### src/rtl/key_pio_debounced.sv
// key_pio_debounced: Avalon-MM key/switch input port.
// Each input bit passes through a synchroniser chain and a debounce counter
// with a runtime-programmable period. Debounced transitions are captured
// into W1C edge bits according to MODE, and the masked captures raise irq.
//
// Bus handshake: a write is accepted on any clock edge where
// chipselect & ~write_n. readdata is registered from the address mux on
// every edge, independent of chipselect, so a read has exactly one cycle
// of latency.
module key_pio_debounced #(
  parameter int         WIDTH          = 4,
  parameter int         SYNC_STAGES    = 2,
  parameter int         DEBOUNCE_W     = 16,
  parameter int         DEBOUNCE_RESET = 50000,
  parameter logic [1:0] EDGE_RESET     = 2'd0
) (
  input  logic             clk,
  input  logic             reset,
  input  logic [2:0]       address,
  input  logic             chipselect,
  input  logic             write_n,
  input  logic [31:0]      writedata,
  output logic [31:0]      readdata,
  input  logic [WIDTH-1:0] in_port,
  output logic             irq
);

  localparam logic [2:0] ADDR_DATA    = 3'd0;
  localparam logic [2:0] ADDR_RAW     = 3'd1;
  localparam logic [2:0] ADDR_MASK    = 3'd2;
  localparam logic [2:0] ADDR_CAPTURE = 3'd3;
  localparam logic [2:0] ADDR_MODE    = 3'd4;
  localparam logic [2:0] ADDR_PERIOD  = 3'd5;

  logic [WIDTH-1:0]      sync_ff [SYNC_STAGES];
  logic [WIDTH-1:0]      sync;
  logic [WIDTH-1:0]      stable;
  logic [DEBOUNCE_W-1:0] cnt [WIDTH];
  logic [WIDTH-1:0]      irq_mask;
  logic [WIDTH-1:0]      edge_capture;
  logic [1:0]            mode;
  logic [DEBOUNCE_W-1:0] period;
  logic [DEBOUNCE_W-1:0] p_last;
  logic [WIDTH-1:0]      upd;
  logic [WIDTH-1:0]      cap_set;
  logic [WIDTH-1:0]      cap_clr;
  logic [31:0]           rd_next;
  logic                  wr;
  logic                  wr_mask;
  logic                  wr_capture;
  logic                  wr_mode;
  logic                  wr_period;
  logic                  unused_wdata;

  // Upper writedata bits are not backed by any register in narrow builds.
  assign unused_wdata = ^writedata;

  assign wr         = chipselect & ~write_n;
  assign wr_mask    = wr & (address == ADDR_MASK);
  assign wr_capture = wr & (address == ADDR_CAPTURE);
  assign wr_mode    = wr & (address == ADDR_MODE);
  assign wr_period  = wr & (address == ADDR_PERIOD);

  // A period of 0 is treated as 1, so the terminal count is never below 0.
  assign p_last  = (period == '0) ? '0 : period - 1'b1;
  assign sync    = sync_ff[SYNC_STAGES-1];
  assign cap_clr = wr_capture ? writedata[WIDTH-1:0] : '0;
  assign irq     = |(edge_capture & irq_mask);

  // Synchroniser chain bringing the asynchronous keys into clk.
  always_ff @(posedge clk) begin
    if (reset) begin
      for (int s = 0; s < SYNC_STAGES; s++) sync_ff[s] <= '0;
    end else begin
      sync_ff[0] <= in_port;
      for (int s = 1; s < SYNC_STAGES; s++) sync_ff[s] <= sync_ff[s-1];
    end
  end

  // Update events and the capture-set vector selected by the current mode.
  // A period write restarts all counters, so no update fires on that edge.
  always_comb begin
    upd     = '0;
    cap_set = '0;
    for (int i = 0; i < WIDTH; i++) begin
      upd[i] = ~wr_period & (sync[i] != stable[i]) & (cnt[i] == p_last);
    end
    case (mode)
      2'd0:    cap_set = upd & sync;
      2'd1:    cap_set = upd & ~sync;
      2'd2:    cap_set = upd;
      default: cap_set = stable;
    endcase
  end

  // Per-bit debounce counters and the debounced state.
  always_ff @(posedge clk) begin
    if (reset) begin
      stable <= '0;
      for (int i = 0; i < WIDTH; i++) cnt[i] <= '0;
    end else begin
      stable <= (stable & ~upd) | (sync & upd);
      for (int i = 0; i < WIDTH; i++) begin
        if (wr_period || (sync[i] == stable[i]) || upd[i]) cnt[i] <= '0;
        else                                               cnt[i] <= cnt[i] + 1'b1;
      end
    end
  end

  // Software-visible control registers and the W1C capture bits; a set on
  // the same edge as a clear wins.
  always_ff @(posedge clk) begin
    if (reset) begin
      irq_mask     <= '0;
      edge_capture <= '0;
      mode         <= EDGE_RESET;
      period       <= DEBOUNCE_W'(DEBOUNCE_RESET);
    end else begin
      if (wr_mask)   irq_mask <= writedata[WIDTH-1:0];
      if (wr_mode)   mode     <= writedata[1:0];
      if (wr_period) period   <= writedata[DEBOUNCE_W-1:0];
      edge_capture <= (edge_capture & ~cap_clr) | cap_set;
    end
  end

  // Read mux, zero-extended to the bus width.
  always_comb begin
    rd_next = '0;
    case (address)
      ADDR_DATA:    rd_next[WIDTH-1:0]      = stable;
      ADDR_RAW:     rd_next[WIDTH-1:0]      = sync;
      ADDR_MASK:    rd_next[WIDTH-1:0]      = irq_mask;
      ADDR_CAPTURE: rd_next[WIDTH-1:0]      = edge_capture;
      ADDR_MODE:    rd_next[1:0]            = mode;
      ADDR_PERIOD:  rd_next[DEBOUNCE_W-1:0] = period;
      default:      rd_next                 = '0;
    endcase
  end

  // Registered read data.
  always_ff @(posedge clk) begin
    if (reset) readdata <= '0;
    else       readdata <= rd_next;
  end

endmodule

### config.mk
export PLATFORM = sky130hd
export DESIGN_NAME = key_pio_debounced
export DESIGN_NICKNAME = d
export VERILOG_FILES = /design/src/rtl/key_pio_debounced.sv
export SDC_FILE = /design/constraint.sdc
export NUM_CORES = 1
export LEC_CHECK = 0
export BUFFER_PORTS_ARGS = -buffer_cell sky130_fd_sc_hd__buf_2
export CAP_MARGIN = 20
export CORE_MARGIN = 2
export CORE_UTILIZATION = 50
export CTS_CLUSTER_SIZE = 20
export DETAILED_ROUTE_END_ITERATION = 12
export PLACE_DENSITY = 0.81
export RECOVER_POWER = 50
export SLEW_MARGIN = 20
export SYNTH_ARGS = -nofsm -noshare
export SYNTH_HDL_FRONTEND = slang
export SYNTH_SLANG_ARGS = --single-unit
### constraint.sdc
create_clock -name clk -period 3.6 [get_ports clk]
set_clock_uncertainty 0.05 [all_clocks]
set_input_delay 0.72 -clock clk [delete_from_list [all_inputs] [get_ports clk]]
set_output_delay 0.72 -clock clk [all_outputs]
set_load 0.02 [all_outputs]
==> key figures, run 1 <==
Clock tree
  • Longest Clk Path Bufs: 2
  • CTS Buf Count: 17
  • Worst skew pair latency: 0.43 ns
  • Clk sinks: 118
  • CTS tree: done
  • Setup bufs post-CTS: 0
  • Clock Pin Slew Worst Setup and Hold Paths: 0.05 ns
  • Htree depth: 4
  • Clk root buf: clkbuf_16

Logic synthesis
  • Synth Area in Compound Gates: 11.8%
  • Largest family of logic cells by synthesized area: simple AND/OR/NAND/NOR gates
  • Post-Synth XOR/XNOR Area: 11.9%
  • Post-synth cell types: 85
  • YS warnings: 0
  • Synth Area in Adders: 0.814%
  • EDFF count, synth: 64
  • Synth Area in Simple Gates: 26.9%
  • Synth Instances: 873
  • Mux contribution to synthesized area: 3.53%
  • Post-synth ARST share: 0%
  • Syn Area/Cell: 8.81 um^2
  • Top FF cell, synth: edfxtp_1
  • Synthesized area: 0.00769 mm^2
  • Number of synthesized register bits: 118
  • Seq/Total Area, Yosys: 39.0%

Drt
  • DRC Markers: 0
  • Initial DRC count: 779
  • M1 WL: 8280 um
  • TritonRoute pass-1 iters: 6
  • Top sig layer: met4
  • Routed via count: 6752
  • Vias/cell: 5.73
  • Avg WL per Cell: 17.0 um
  • Routed length on met3: 1850 um
  • WL met2: 9250 um
  • WL final: 20000 um
  • Antenna Nets Post-Route: 0

Timing
  • Worst-margin pin slew: 1.34 ns
  • Setup slack after layout: 0.133 ns
  • RSZ-0062 raised after global routing: no
  • Final Hold Viols: 0
  • Max-slew violation count: 0
  • Total Neg Setup Slack: 0 ns
  • Minimum clock period: 3.47 ns
  • Period Utilization, post-route: 96.3%
  • Worst slew margin: 10.6%
  • # setup viols final: 0
  • F_max: 288 MHz

Floorplanning
  • Row Count: 45
  • Die Height: 128 um
  • Die area: 0.0164 mm^2
  • Starting density of the core: 51.0%
  • # IOs: 76
  • Die W: 128 um
  • Core Area: 0.0151 mm^2

Cells and area
  • Area taken by multi-input logic gates: 0.00453 mm^2
  • Number of nets in the layout: 1025
  • Fill count: 1330
  • Ant diodes: 0
  • Sequential cell area: 0.00300 mm^2
  • Layout Area Growth over Synthesis: 16.2%
  • Share of post-route cells with drive strength above 1: 11.4%

Place
  • Gpl congestion: 1.03
  • Port Buffers: 43
  • DP Worst Slack: 0.163 ns
  • Placed wire-length estimate: 14800 um

Global routing
  • Vias in the first global route: 6255
  • First-pass GRT wire length: 32000 um
  • GRT overflow: 0
  • Largest net degree at the start of global routing: 34
  • Total global-route track usage: 25.2%
  • Initial antenna violation count: 0

Setup path
  • CP Launch Type: flop
  • CP max-delay cell: or4_4
  • Buf/Inv on CP: 2
  • Data required, critical path: 3.72 ns
  • CP Capture Type: flop
  • Crit-path cells: buf_4 > or4_4 > o31a_1 > nor2_1 > o221ai_1 > a211oi_1 > nand4_1 > o21ai_2 > buf_4 > nor2_1
  • Setup CP Type: flop to flop
  • Crit path max-delay family: simple AND/OR/NAND/NOR gates
  • CP arrival: 3.59 ns
  • Slowest stage delay, CP: 0.63 ns
  • Max FO, Critical Path: 16

Worst hold path
  • Tightest Hold Check Type: flop to flop

Power and ir drop
  • Leakage power: 0.00329 uW
  • Max rail drop VDD: 0.336 mV
  • Pwr dens: 389 mW/mm^2

Outcome
  • Status: finished clean

Run
  • Max-capacitance violation count: 0
worst paths after layout:
check             cells after the start  slack [ns]                        to                      from
setup / recovery                     10        0.13   cnt[2][2]$_SDFFCE_PN0P_    period[0]$_SDFFE_PP0P_
hold reg to reg                       1        0.39  sync_ff[0][4]$_SDFF_PP0_  sync_ff[0][0]$_SDFF_PP0_
hold / removal                        1        0.39  sync_ff[0][4]$_SDFF_PP0_  sync_ff[0][0]$_SDFF_PP0_
setup reg to reg                     10        0.13   cnt[2][2]$_SDFFCE_PN0P_    period[0]$_SDFFE_PP0P_
layout by cell type (no fill, tap or decap), types with 5 or more instances in the layout:
| cell | count |
|---|---|
| or3_1 | 11 |
| a211oi_1 | 5 |
| a31oi_1 | 5 |
| nor4_1 | 15 |
| and3_1 | 14 |
| mux2i_1 | 16 |
| nand3_1 | 45 |
| or4_1 | 6 |
| dfxtp_1 | 54 |
| xnor2_1 | 58 |
| nand4_1 | 17 |
| ha_1 | 5 |
| a21oi_1 | 42 |
| and2_1 | 8 |
| clkbuf_1 | 23 |
| inv_1 | 23 |
| edfxtp_1 | 64 |
| o21ai_0 | 18 |
| nor2_1 | 105 |
| nand2b_1 | 8 |
| buf_4 | 32 |
| nor2b_1 | 21 |
| xor2_1 | 38 |
| conb_1 | 80 |
| nand2_1 | 72 |
| and2_0 | 7 |
| nor3_1 | 35 |
| buf_2 | 24 |
| nand3b_1 | 7 |
| clkbuf_16 | 19 |
| a32oi_1 | 7 |
what timing repair did:
item	CTS	global route
endpoints found under the setup margin	0	33
hold buffers	0	0
gates resized for setup	0	4
flip-flops by register name, summed over array words and instances (netlist names), named ones only:
register	flops
cnt	64
edge_capture	4
irq_mask	4
mode	2
period	16
readdata	16
sync_ff	8
kinds of logic after synthesis:
group,after synthesis
AOI/OAI and AO/OA,130
muxes,22
adders and majority gates,5
buffers and inverters,95
and+or+nand+nor,401
other,2
xor gates and xnor gates,100
DFF,118
per-layer routing:
layer / global-route usage [%] / vias to the layer above
met5: 0 / -
met4: 11.6 / 0
met3: 7.01 / 54
met2: 39.2 / 315
met1: 32.7 / 3145
li1: - / 3238
synthesized netlist by cell type, types with 3 or more instances:
master	count	area share, %
nand2b_1	8	0.65
nand4_1	16	1.3
a211oi_1	5	0.49
mux4_2	4	1.2
buf_4	18	1.8
mux2i_1	17	2.2
nand3b_1	7	0.68
o2111ai_1	3	0.34
xor2_1	38	4.3
nor3b_1	4	0.39
o31a_1	3	0.34
ha_1	5	0.81
nor2_1	106	5.2
nand2_1	72	3.5
clkbuf_1	35	1.7
edfxtp_1	64	25
and3_1	14	1.1
nor4_1	15	1.2
nand3_1	45	2.9
o211ai_1	3	0.29
or4_1	6	0.59
nor3_1	35	2.3
dfxtp_1	54	14
or3_1	11	0.89
o21ai_0	18	1.2
buf_1	5	0.24
a31oi_1	5	0.41
a32oi_1	7	0.80
and2_1	15	1.2
nand4b_1	4	0.46
a22oi_1	3	0.29
xnor2_1	59	6.7
buf_2	12	0.78
xnor3_1	3	0.88
inv_1	23	1.1
a21oi_1	42	2.7
nor2b_1	21	1.7
area by class of cell:
cell class,count,share of cell area [%]
sequential,118,33.6
timing repair buffer,79,5.36
tap,188,2.63
clock buffer,23,5.72
inverter,23,0.967
clock inverter,9,0.953
multi-input combinational,738,50.7
worst reg2reg max path: stages, from the launching register on:
cell	delay [ns]
dfxtp_1	0.31
buf_4	0.18
or4_4	0.63
o31a_1	0.35
nor2_1	0.35
o221ai_1	0.20
a211oi_1	0.26
nand4_1	0.33
o21ai_2	0.24
buf_4	0.24
nor2_1	0.08
stage by stage:
step                total power [uW]  instance area (um^2)  cells  utilization, %  hold slack (ns)
floorplan                       1740                  7980    951               -            0.364
global placement                1800                  8370   1146            55.4            0.365
detailed placement              1800                  8370   1146            55.4            0.375
CTS                             3490                  8960   1178            59.4            0.388
global route                    3590                  8930   1178            59.2            0.395
finish                          3480                  8930   1178            59.2            0.387
power breakdown:
group          switching, uW  total, uW  internal (uW)
Sequential              66.9       1530           1460
Clock                    621       1690           1070
Combinational            151        256            106
Total                    839       3480           2640
Note: power is estimated with default switching activity, not from simulation.
==> inputs of run 2 (changes only) <==
PLACE_DENSITY = not set   (was 0.81)
PLACE_DENSITY_LB_ADDON = 0.12   (was not set)
==> key figures, run 2 (synthesis gave the netlist of run 1 again) <==
Setup path
  • Crit path max-delay family: simple AND/OR/NAND/NOR gates
  • R2r worst-path depth: 12
  • Crit-path cells: inv_1 > ha_1 > or3b_1 > buf_4 > o31a_1 > nor2_1 > a21oi_1 > o32a_1 > or4_1 > o21ai_4 > buf_12 > nor2_1
  • Critical R2R Capture: cnt[3][12]$_SDFFCE_PN0P_
  • Buf/Inv on CP: 3
  • CP arrival: 3.53 ns
  • RR Startpoint: period[1]$_SDFFE_PP0P_
  • Crit path to: cnt[3][12]$_SDFFCE_PN0P_
  • CP max-delay cell: or4_1
  • Most Frequent Cell on Critical Path: nor2_1
  • R2R Setup Slk: 0.18 ns
  • CP Launch Type: flop
  • Critical Path Start: period[1]$_SDFFE_PP0P_
  • CP Capture Type: flop
  • Worst path depth: 12
  • Setup CP Type: flop to flop
  • Data required, critical path: 3.72 ns
  • Max FO, Critical Path: 16
  • Slowest stage delay, CP: 0.57 ns

Floorplanning
  • Core Area: 0.0151 mm^2
  • Die W: 128 um
  • # IOs: 76
  • Die Height: 128 um
  • Row Count: 45
  • Starting density of the core: 51.0%
  • Die area: 0.0164 mm^2

Cells and area
  • Ant diodes: 0
  • Commonest non-fill, non-tap cells in the layout: 106 x nor2_1, 80 x conb_1, 72 x nand2_1
  • Share of post-route cells with drive strength above 1: 12.5%
  • Most common cell after layout, fill and taps aside: nor2_1
  • Largest regs: cnt x64, period x16, readdata x16
  • Layout Area Growth over Synthesis: 17.1%
  • Largest register FFs: 64
  • Number of nets in the layout: 1037
  • Post-route cell area: 0.00900 mm^2
  • Biggest register: cnt

Run
  • Max-capacitance violation count: 0

Power and ir drop
  • Switching Share: 25.8%
  • Internal power: 2540 uW
  • Leakage power: 0.00334 uW
  • Switching pwr: 883 uW
  • Combinational power share: 7.7%
  • Max rail drop VDD: 0.265 mV
  • Pwr dens: 380 mW/mm^2
  • Clock power frac: 47.7%
  • Reg power frac: 44.6%

Timing
  • Setup slack after layout: 0.184 ns
  • F_max: 293 MHz
  • Worst-margin pin slew: 1.24 ns
  • Total Neg Setup Slack: 0 ns
  • Worst slew margin: 17.4%
  • Period Utilization, post-route: 94.9%
  • Minimum clock period: 3.42 ns
  • RSZ-0062 raised after global routing: no
  • # setup viols final: 0
  • Final Hold Viols: 0
  • Max-slew violation count: 0

Drt
  • Antenna Nets Post-Route: 0
  • WL final: 20700 um
  • Initial DRC count: 638
  • Routed via count: 6693
  • TritonRoute pass-1 iters: 5
  • Avg WL per Cell: 17.4 um
  • Vias/cell: 5.62
  • DRC Markers: 0

Clock tree
  • CTS tree: done
  • Clock Pin Slew Worst Setup and Hold Paths: 0.06 ns
  • Hold Buf Count CTS: 0
  • Longest Clk Path Bufs: 2
  • CTS Buf Count: 17
  • Setup bufs post-CTS: 0
  • Htree depth: 4
  • Clk sinks: 118
  • Post-CTS resize count: 0
  • Worst skew pair latency: 0.42 ns
  • Clk root buf: clkbuf_16

Place
  • DP Worst Slack: 0.233 ns
  • Placed inst area: 0.00847 mm^2
  • Gpl congestion: 0.937
  • Placed wire-length estimate: 15500 um
  • Port Buffers: 43

Global routing
  • First-pass GRT wire length: 32600 um
  • Largest net degree at the start of global routing: 30
  • Total global-route track usage: 26.0%
  • GRT overflow: 0
  • Initial antenna violation count: 0
  • Vias in the first global route: 6119

Worst hold path
  • Min-delay src: sync_ff[0][2]$_SDFF_PP0_
  • Tightest Hold Check Type: flop to flop

Outcome
  • Status: finished clean
==> run 2: metrics by stage <==
step                      hold slack (ns)  total power (uW)  util (%)  cells
after detailed placement            0.370              1810      56.1   1158
after CTS                           0.385              3450      59.9   1190
after global routing                0.395              3540      59.7   1190
after global placement              0.365              1810      56.1   1158
after floorplan                     0.364              1740         -    951
final                               0.380              3420      59.7   1190
==> run 2: final cells by class <==
class,count,area (um^2)
fill,1377,6090
multi-input combinational,738,4530
sequential,118,3000
timing repair buffer,91,586
clock buffer,18,429
tap,188,235
clock inverter,14,138
inverter,23,86.3
==> run 2: metal layers <==
metal / share of wire (%) / global-route usage [%] / routed length [um] / vias up
met2: 46 / 41.0 / 9540 / 239
met4: 2.9 / 9.44 / 592 / 0
met5: 0 / 0 / 0 / -
met1: 44 / 35.5 / 9130 / 3137
met3: 6.8 / 5.22 / 1410 / 54
li1: - / - / - / 3263
==> run 2: power groups by stage <==
stage	combinational (uW)	clock, uW	sequential, uW
6_report	262	1630	1530
2_1_floorplan	215	0	1520
4_1_cts	259	1660	1520
3_5_place_dp	257	0	1550
5_1_grt	290	1710	1530
3_3_place_gp	256	0	1550
==> run 2: worst min path at each step <==
stage | end | slack [ns] | cells past startpoint
6_report | sync_ff[0][6]$_SDFF_PP0_ | 0.38 | 1
5_1_grt | sync_ff[0][4]$_SDFF_PP0_ | 0.40 | 1
4_1_cts | sync_ff[0][4]$_SDFF_PP0_ | 0.38 | 1
3_5_place_dp | sync_ff[0][4]$_SDFF_PP0_ | 0.37 | 1
3_3_place_gp | sync_ff[0][5]$_SDFF_PP0_ | 0.36 | 1
2_1_floorplan | sync_ff[0][4]$_SDFF_PP0_ | 0.36 | 1
==> inputs of run 3 (changes only) <==
CORE_ASPECT_RATIO = 1.25   (was not set)
==> key figures, run 3 (synthesis gave the netlist of run 1 again) <==
Setup path
  • Most Frequent Cell on Critical Path: nand4_1
  • Buf/Inv on CP: 2
  • Crit path max-delay family: simple AND/OR/NAND/NOR gates
  • Slowest stage delay, CP: 0.58 ns
  • R2R Setup Slk: 0.23 ns
  • CP max-delay cell: xnor2_1
  • Setup CP Type: flop to flop
  • Data required, critical path: 3.89 ns
  • CP arrival: 3.66 ns
  • Max FO, Critical Path: 8
  • CP Capture Type: flop
  • Crit-path cells: inv_1 > ha_1 > nor3b_2 > buf_4 > nand4_1 > xnor2_1 > o22ai_1 > a2111oi_4 > nand4_1 > or4_1 > o21ai_1
  • CP Launch Type: flop

Floorplanning
  • Row Count: 50
  • Die W: 115 um
  • Die area: 0.0164 mm^2
  • Core Area: 0.0150 mm^2
  • # IOs: 76
  • Die Height: 143 um
  • Starting density of the core: 51.2%

Clock tree
  • Longest Clk Path Bufs: 2
  • CTS Buf Count: 17
  • CTS tree: done
  • Clk sinks: 118
  • Clk root buf: clkbuf_16
  • Clock Pin Slew Worst Setup and Hold Paths: 0.06 ns
  • Worst skew pair latency: 0.42 ns
  • Htree depth: 4

Place
  • Port Buffers: 43
  • Placed wire-length estimate: 15800 um
  • Gpl congestion: 1.01
  • Placed Cells: 1148

Drt
  • TritonRoute pass-1 iters: 5
  • Antenna Nets Post-Route: 0
  • DRC Markers: 0
  • Avg WL per Cell: 17.7 um
  • Routed via count: 6707
  • Initial DRC count: 540
  • WL final: 20900 um
  • Vias/cell: 5.68

Run
  • Max-capacitance violation count: 0

Global routing
  • First-pass GRT wire length: 33200 um
  • Grt met3 use: 5.65%
  • Met1 Usage GRT: 34.7%
  • Met2 global-route usage: 42.5%
  • Total global-route track usage: 26.5%
  • Most used routing layer: met2
  • Vias in the first global route: 6239
  • Largest net degree at the start of global routing: 32
  • GRT overflow: 0
  • Initial antenna violation count: 0

Power and ir drop
  • Leakage power: 0.00332 uW
  • Max rail drop VDD: 0.359 mV
  • Power Total: 3420 uW
  • Pwr dens: 381 mW/mm^2

Cells and area
  • Share of post-route cells with drive strength above 1: 12.1%
  • Fill count: 1418
  • Biggest register: cnt
  • Number of nets in the layout: 1033
  • Largest regs: cnt x64, period x16, readdata x16
  • Finished Layout Cells: 1180
  • Commonest non-fill, non-tap cells in the layout: 106 x nor2_1, 80 x conb_1, 72 x nand2_1
  • Most common cell after layout, fill and taps aside: nor2_1
  • Largest register FFs: 64
  • Layout Area Growth over Synthesis: 16.7%
  • Sequential cell area: 0.00300 mm^2
  • Area taken by multi-input logic gates: 0.00453 mm^2
  • Ant diodes: 0

Timing
  • F_max: 297 MHz
  • RSZ-0062 raised after global routing: no
  • Worst slew margin: 4.01%
  • Total Neg Setup Slack: 0 ns
  • Minimum clock period: 3.37 ns
  • WHS: 0.387 ns
  • Period Utilization, post-route: 93.6%
  • # setup viols final: 0
  • Worst-margin pin slew: 1.44 ns
  • Final Hold Viols: 0
  • Max-slew violation count: 0

Outcome
  • Status: finished clean

Worst hold path
  • Tightest Hold Check Type: flop to flop
-- run 3: stage by stage --
step	utilization [%]	cell area, um^2	worst slack [ns]
2_1_floorplan	-	7980	0.0442
3_3_place_gp	56.2	8430	0.156
3_5_place_dp	56.2	8430	0.165
4_1_cts	60.0	9010	0.145
5_1_grt	59.8	8980	0.0250
6_report	59.8	8980	0.231
-- run 3: worst paths after layout --
check / start / endpoint / cells past startpoint
min reg2reg: sync_ff[0][1]$_SDFF_PP0_ / sync_ff[0][5]$_SDFF_PP0_ / 1
min: sync_ff[0][1]$_SDFF_PP0_ / sync_ff[0][5]$_SDFF_PP0_ / 1
max reg2reg: period[0]$_SDFFE_PP0P_ / edge_capture[0]$_SDFF_PP0_ / 11
max: period[0]$_SDFFE_PP0P_ / edge_capture[0]$_SDFF_PP0_ / 11
-- run 3: timing repair --
| item | CTS | global route |
|---|---|---|
| gates resized for setup | 0 | 3 |
| setup buffers | 0 | 0 |
| setup endpoints to repair | 0 | 16 |
| hold buffers | 0 | 0 |
-- run 3: cell type report --
type | instances | area share (%)
clock buffer | 20 | 5.45
clock inverter | 12 | 0.990
inverter | 23 | 0.962
multi-input combinational | 738 | 50.5
sequential | 118 | 33.5
tap | 182 | 2.54
timing repair buffer | 87 | 6.11
-- run 3: report_power, final --
part	leakage [uW]	internal (uW)	total (uW)	switching [uW]
clock	0.000288	984	1630	646
sequential	0.00110	1460	1530	65.8
combinational	0.00193	109	261	152
total	0.00332	2550	3420	864
-- run 3: routing by layer --
metal	wire, um	vias to the layer above
met3	1140	48
met2	9890	223
met4	738	0
li1	-	3258
met1	9090	3178
met5	0	-
